==> config.mk <==
export PLATFORM = sky130hd
export DESIGN_NAME = residual_add_requant
export DESIGN_NICKNAME = d
export VERILOG_FILES = /design/src/rtl/residual_add_requant.sv
export SDC_FILE = /design/constraint.sdc
export NUM_CORES = 2
export LEC_CHECK = 0
export ABC_AREA = 1
export CORE_MARGIN = 5
export CORE_UTILIZATION = 30
export CTS_CLUSTER_SIZE = 24
export DETAILED_ROUTE_END_ITERATION = 16
export PLACE_DENSITY_LB_ADDON = 0.15
export SETUP_SLACK_MARGIN = 0.5
export SYNTH_ARGS = -nofsm -noshare
export SYNTH_HDL_FRONTEND = slang
export SYNTH_SLANG_ARGS = --single-unit
==> constraint.sdc <==
create_clock -name clk -period 6.35 [get_ports clk]
set_input_delay 1.27 -clock clk [delete_from_list [all_inputs] [get_ports clk]]
set_output_delay 1.27 -clock clk [all_outputs]
set_load 0.005 [all_outputs]
==> src/rtl/residual_add_requant.sv <==
// Residual add + requantize stage: joins the int32 matmul accumulator stream with the
// int8 residual stream, rescales each by its own (m, e), adds, and saturates to int8.
//
// state | meaning
// IDLE  | after reset, waiting for start
// RUN   | accepting joined acc/res beats until N have been taken
// DRAIN | all inputs taken, flushing pipeline until N outputs handed off
// DONE  | tile complete, done high, waiting for next start
module residual_add_requant #(
  parameter int ROWS = 32,
  parameter int COLS = 64
) (
  input  logic              clk,
  input  logic              rst,
  input  logic              start,
  input  logic [31:0]       requant_m_acc,
  input  logic [7:0]        requant_e_acc,
  input  logic [31:0]       requant_m_res,
  input  logic [7:0]        requant_e_res,
  input  logic [31:0]       acc_data,
  input  logic              acc_valid,
  input  logic              acc_last,
  output logic              acc_ready,
  input  logic [7:0]        res_data,
  input  logic              res_valid,
  output logic              res_ready,
  output logic [7:0]        out_data,
  output logic              out_valid,
  output logic              out_last,
  input  logic              out_ready,
  output logic              done,
  output logic              error
);

  localparam logic [31:0] N = 32'(ROWS * COLS);
  localparam logic signed [64:0] SAT_HI = 65'sd127;
  localparam logic signed [64:0] SAT_LO = -65'sd128;

  typedef enum logic [1:0] {IDLE, RUN, DRAIN, DONE} state_t;

  state_t      state, state_nxt;
  logic [31:0] in_cnt, out_cnt;
  logic [31:0] m_acc, m_res;
  logic [5:0]  e_acc, e_res;
  logic        en, join_fire, out_fire, start_ok, in_room;

  logic               v1, v2, v3;
  logic signed [31:0] a1;
  logic signed [7:0]  r1;
  logic signed [63:0] pa2, pr2;
  logic signed [63:0] ra3, rr3;
  logic signed [64:0] sum4;
  logic [7:0]         sat4;

  function automatic logic [5:0] clamp_e(input logic [7:0] e);
    return (e > 8'd62) ? 6'd62 : e[5:0];
  endfunction

  // 65-bit intermediate so the rounding constant cannot overflow a large product.
  function automatic logic signed [63:0] round_shift(input logic signed [63:0] p,
                                                     input logic [5:0] e);
    logic signed [64:0] pw, rnd, sh;
    pw  = {p[63], p};
    rnd = (e == 6'd0) ? 65'sd0 : (65'sd1 <<< (e - 6'd1));
    sh  = (pw + rnd) >>> e;
    return sh[63:0];
  endfunction

  assign en        = !out_valid || out_ready;
  assign in_room   = in_cnt < N;
  assign acc_ready = (state == RUN) && en && res_valid && in_room;
  assign res_ready = (state == RUN) && en && acc_valid && in_room;
  assign join_fire = acc_valid && acc_ready;
  assign out_fire  = out_valid && out_ready;
  assign start_ok  = start && ((state == IDLE) || (state == DONE));
  assign done      = (state == DONE);
  // Outputs leave strictly in order, so the output count alone marks the tile end.
  assign out_last  = out_valid && (out_cnt == N - 32'd1);

  always_comb begin
    state_nxt = state;
    case (state)
      IDLE:    if (start_ok) state_nxt = RUN;
      RUN:     if (join_fire && (in_cnt == N - 32'd1)) state_nxt = DRAIN;
      DRAIN:   if (out_fire && (out_cnt == N - 32'd1)) state_nxt = DONE;
      DONE:    if (start_ok) state_nxt = RUN;
      default: state_nxt = IDLE;
    endcase
  end

  always_ff @(posedge clk) begin
    if (rst) begin
      state   <= IDLE;
      in_cnt  <= '0;
      out_cnt <= '0;
      error   <= 1'b0;
      m_acc   <= '0;
      m_res   <= '0;
      e_acc   <= '0;
      e_res   <= '0;
    end else begin
      state <= state_nxt;
      if (start_ok) begin
        m_acc   <= requant_m_acc;
        m_res   <= requant_m_res;
        e_acc   <= clamp_e(requant_e_acc);
        e_res   <= clamp_e(requant_e_res);
        in_cnt  <= '0;
        out_cnt <= '0;
        error   <= 1'b0;
      end else begin
        if (join_fire) begin
          in_cnt <= in_cnt + 32'd1;
          if (acc_last != (in_cnt == N - 32'd1)) error <= 1'b1;
        end
        if (out_fire) out_cnt <= out_cnt + 32'd1;
      end
    end
  end

  always_comb begin
    sum4 = {ra3[63], ra3} + {rr3[63], rr3};
    if (sum4 > SAT_HI)      sat4 = 8'h7f;
    else if (sum4 < SAT_LO) sat4 = 8'h80;
    else                    sat4 = sum4[7:0];
  end

  always_ff @(posedge clk) begin
    if (rst) begin
      v1        <= 1'b0;
      v2        <= 1'b0;
      v3        <= 1'b0;
      a1        <= '0;
      r1        <= '0;
      pa2       <= '0;
      pr2       <= '0;
      ra3       <= '0;
      rr3       <= '0;
      out_valid <= 1'b0;
      out_data  <= '0;
    end else if (en) begin
      v1        <= join_fire;
      a1        <= acc_data;
      r1        <= res_data;
      v2        <= v1;
      pa2       <= $signed({{32{a1[31]}}, a1}) * $signed({32'd0, m_acc});
      pr2       <= $signed({{56{r1[7]}}, r1}) * $signed({32'd0, m_res});
      v3        <= v2;
      ra3       <= round_shift(pa2, e_acc);
      rr3       <= round_shift(pr2, e_res);
      out_valid <= v3;
      out_data  <= v3 ? sat4 : 8'd0;
    end
  end

endmodule

== Word-level counts from Yosys, hierarchy flattened ==
Index checks and enable logic that the tools add are counted.
Word-level totals
  input port bits: 127
  register bits: 428
Cells by class
  multiply operators: 2
  equality and inequality tests: 9
  muxes and demuxes: 11
  magnitude comparators: 5
  add/sub/neg operators: 7
  reductions and logical operators: 21
  shift operators: 4
Operators with widths (count)
  $mux 65: 2
  $sshl 2x6->65 const A: 2
  $sshr 65x6->64: 2
  $add 41x65->65: 1
  $add 64x64->65: 1
  $add 64x65->65: 1
  $gt 65x8->1 const B: 1
  $lt 65x8->1 const B: 1
  $add 32x1->32 const B: 2
  $eq 32x11->1 const B: 2
  $mul 32x33->64: 1
  $mul 8x33->41: 1
  $lt 32x12->1 const B: 1
  $mux 8: 3
  $gt 8x6->1 const B: 2
  $logic_not 6->1: 2
  $mux 6: 2
  $sub 6x1->6 const B: 2
  $logic_and 1x1->1: 11
  $mux 2: 3
  $pmux 2 s3: 1
  $eq 2x2->1 const B: 2
  $ne 2x1->1 const B: 2
  $reduce_or 2->1: 2
  8 further kinds: 9

== Longest topological paths before layout ==
  depth in word-level cells: 9
  gate-level depth with buffers: 41

== Worst setup path after synthesis ==
Ideal clock, no wire load.
  kind: reg-to-reg
  start point: register m_acc[15]
  end point: register pa2[46]
  cell stages (with the launch flop): 31
  slack: -0.498 ns
  setup time: 0.114 ns
  buffers on the path: 2
  arrival: 6.734 ns
  clock period less this slack: 6.848 ns
  cell sequence: dfxtp_1 clkbuf_1 clkbuf_1 nand2_1 inv_1 fa_1 fa_1 inv_1 fa_1 fa_1 inv_1 fa_1 inv_1 fa_1 inv_1 fa_1 fa_1 ha_1 a21oi_1 inv_1 a21oi_1 nor2_1 nor3_1 nand2_1 a21oi_1 o21ai_0 a21oi_1 o21ai_0 xor2_1 o21bai_1 inv_1
Between the ends
  word-level cells in the longest chain between the ends: 1
Ends and longest elaborated chain
  start, declared: RTL line 43  | logic [31:0] m_acc, m_res;
  start signal, assigned: RTL line 104  | m_acc <= requant_m_acc;
  $mul 32x33->64: RTL line 146  | pa2 <= $signed({{32{a1[31]}}, a1}) * $signed({32'd0, m_acc});
  end signal, assigned: RTL line 146
  end, declared: RTL line 50  | logic signed [63:0] pa2, pr2;
Every way passes these cells.
A chain may end at the register's enable or synchronous reset.

== Final worst setup path ==
  start point: register m_acc[16]
  end point: register pa2[44]
Same word-level chain as after synthesis.

==> results.md <==
* Status: complete, but fails checks
* Failing checks: negative setup slack
* Starting density of the core at 30.1%
* Final WS setup at -0.598 ns
* Combinational share of power at 87.4%
* Drt first pass iters at 7
* Clock Power Share at 6.0%
* RSZ-0062 raised after global routing: yes
* Layout cell share with drive strength beyond 1 at 10.2%
* Most common cell after layout, fill and taps aside: nand2_1
* Routed met3 length at 15700 microns
* CP Data Arrival Time at 7.61 ns
* Tmin final at 6.95 ns
* Synth Area per Inst at 6.26 sq um
* Clock transition at path regs at 0.06 ns
* Fmax at 144 MHz
* Crit start category: register
* Seq pwr share at 6.6%
* FF+latch count, synth at 428
* EDFF count, synth at 0
* CTS root buffer: clkbuf_16
* Initial antenna violation count at 9
* Ys Warns at 0
* Dominant synthesized flop cell: dfxtp_1
* Clk sinks at 428
* WL/cell at 19.1 microns
* CP Max Fanout at 6
* # IOs at 141
* Drt via density at 4.69
* Crit-path max cell delay at 0.59 ns
* Die width at 549 microns
* H-tree depth at 3
* DP HPWL at 289000 microns
* Beginning of the worst hold path: in_cnt[27]
* Static Leak at 0.0584 uW
* Remaining Overflow, GRT at 0
* Post-Synthesis Cell Area at 87200 sq um
* Critical path data required time at 7.01 ns
* Sequential-to-total area share from yosys stat at 9.83%
* Vias in the first global route at 86068
* Ys async rst share at 0%
* Clock Tree Buf Depth at 3
* Num CTS Buffers at 66
* Worst skew pair latency at 0.72 ns
* Row count at 198
* Setup_tns at -19.99 ns
* Die Footprint at 302000 sq um
* Setup crit start: m_acc[16]
* Fin. Hold Viols at 0
* Std-Cell Core Area at 290000 sq um
* Hold WC Path Type: reg2reg
* Sw frac at 52.9%
* Crit-path most repeated cell: fa_1
* Initial drt markers at 6471
* Final net count at 16077
* Sequential cell area at 8650 sq um
* Leading cell types in the layout, fill and taps excluded: 3860 x nand2_1, 3255 x inv_1, 1282 x nand3_1
* Crit Path Class: reg2reg
* Vias post-DR at 85602
* Power per cell area at 661 nW/um^2
* GPL Wtd Cong at 0.982
* Core Util, Final at 35.7%
* Worst-Margin Slew at 1.17 ns
* Post-layout instance area at 104000 sq um
* Crit-path slowest cell: fa_2
* CP endpoint kind: register
* Number of setup violations in the final report at 46
* Buffers added on ports at 140
* Area occupied by multi-input gates at 66000 sq um
* DP Area at 97700 sq um
* Final worst-path cycle share at 109%
* R2r startpoint: m_acc[16]
* Cell variety after synth at 62
* Buf+Inv Stages, Crit Path at 12
* VDD IR max at 1780 uV
* Skew final at 0.0453 ns
* Wire length on met1 at 153000 microns
* Delay-heaviest family, CP: adder cells
* Wirelength, routed at 348000 microns
* Largest net degree at the start of global routing at 117
* Cells after Synth at 13930
* # fillers at 32117
* First-pass GRT wire length at 527000 microns
* Synth-to-Final Area Change at 18.9%
* Residual DRC count at 0
* Top layer in use: met5
* Max_slew headroom at 20.9%
* Met2 wire length at 169000 microns
* Max-Cap Viols at 0
* Int Power at 32300 uW
* CTS tree: done
* Total GRT Usage at 22.7%
* Max Slew Vio Count at 0
* Post-DRT Antenna Nets at 0
* DIE HEIGHT at 549 microns
* Switching Power at 36300 uW
[what timing repair did]
action | 4_1_cts | 5_1_grt
buffers inserted | 33 | 52
gates resized for setup | 229 | 418
setup endpoints to repair | 54 | 90
pin swaps | 50 | 131
hold buffers | 0 | 0
cloned | 6 | 16
[logic make-up after synthesis]
kind of cell | share of synthesized area [%]
adder cells (fa/ha/maj) | 33.1
buffers and inverters | 17.2
XOR/XNOR | 1.29
multiplexers | 0.0574
flip-flops | 9.83
AND/OR/NAND/NOR | 30.5
AO/OA/AOI/OAI | 8.01
other | 0.00430
[flip-flops by register name (all words and copies together) (netlist names)]
register,cells
pa2,64
ra3,64
rr3,64
pr2,41
a1,32
in_cnt,32
m_acc,32
m_res,32
out_cnt,32
out_data,8
r1,8
e_acc,6
e_res,6
state,2
error,1
out_valid,1
v1,1
v2,1
v3,1
[worst paths after layout]
kind / slack (ns) / cells past startpoint / to
setup / recovery: -0.60 / 30 / pa2[44]
hold / removal: 0.42 / 2 / in_cnt[27]
setup reg to reg: -0.60 / 30 / pa2[44]
hold reg to reg: 0.42 / 2 / in_cnt[27]
[area by class of cell]
| type | instances | share of cell area [%] |
|---|---|---|
| Multi-Input combinational cell | 9526 | 63.7 |
| Inverter | 3361 | 12.2 |
| Timing Repair Buffer | 906 | 8.82 |
| Sequential cell | 428 | 8.35 |
| Tap cell | 3900 | 4.71 |
| Clock buffer | 82 | 1.72 |
| Clock inverter | 35 | 0.483 |
| Antenna cell | 13 | 0.0314 |
[cells in the mapped netlist (8+ instances only)]
cell	count	area share [%]
a21o_1	10	0.086
a21oi_1	533	3.1
a31oi_1	57	0.41
and2_1	16	0.11
buf_1	81	0.35
buf_2	19	0.11
clkbuf_1	500	2.2
clkbuf_2	16	0.092
clkinv_1	8	0.034
dfxtp_1	428	9.8
fa_1	1081	25
ha_1	580	8.3
inv_1	3342	14
inv_2	11	0.047
nand2_1	3931	17
nand2_2	24	0.17
nand3_1	1293	7.4
nand3_2	9	0.10
nand3b_1	8	0.069
nand4_1	73	0.52
nor2_1	940	4.0
nor2_2	12	0.086
nor3_1	84	0.48
nor4_1	30	0.22
o211ai_1	55	0.47
o21a_1	15	0.13
o21ai_0	470	2.7
o21ai_1	11	0.063
o21bai_1	66	0.57
o221ai_1	18	0.18
or2_2	9	0.065
xnor2_1	61	0.61
xor2_1	67	0.67
[power by group through the flow]
stage | sequential (uW) | combinational [uW] | clock [uW]
floorplan | 3850 | 28600 | 0
global placement | 4540 | 49300 | 0
detailed placement | 4520 | 48900 | 0
CTS | 4490 | 53500 | 4230
global route | 4580 | 65800 | 4290
finish | 4520 | 59900 | 4080
[routing by layer]
layer  global-route usage, %  vias up
met5                       0        -
met1                    29.6    40660
met4                    5.61        6
met2                    40.3     2017
li1                        -    42554
met3                    1.84      365
[stage by stage]
| stage | setup WS [ns] | hold slack (ns) | total power, uW | std cells |
|---|---|---|---|---|
| 2_1_floorplan | -0.112 | 0.408 | 32400 | 13931 |
| 3_3_place_gp | -0.789 | 0.415 | 53800 | 18014 |
| 3_5_place_dp | -0.805 | 0.417 | 53500 | 18014 |
| 4_1_cts | -0.628 | 0.427 | 62200 | 18170 |
| 5_1_grt | -0.885 | 0.437 | 74700 | 18245 |
| 6_report | -0.598 | 0.423 | 68500 | 18251 |
[worst min-delay path: cells and delay by family, from the launching register on]
kind,cells,cell delay (ns)
buffers and inverters,1,0.04
flip-flops,1,0.30
AND/OR/NAND/NOR,1,0.03
No activity file was read; power rests on OpenSTA's default activity.
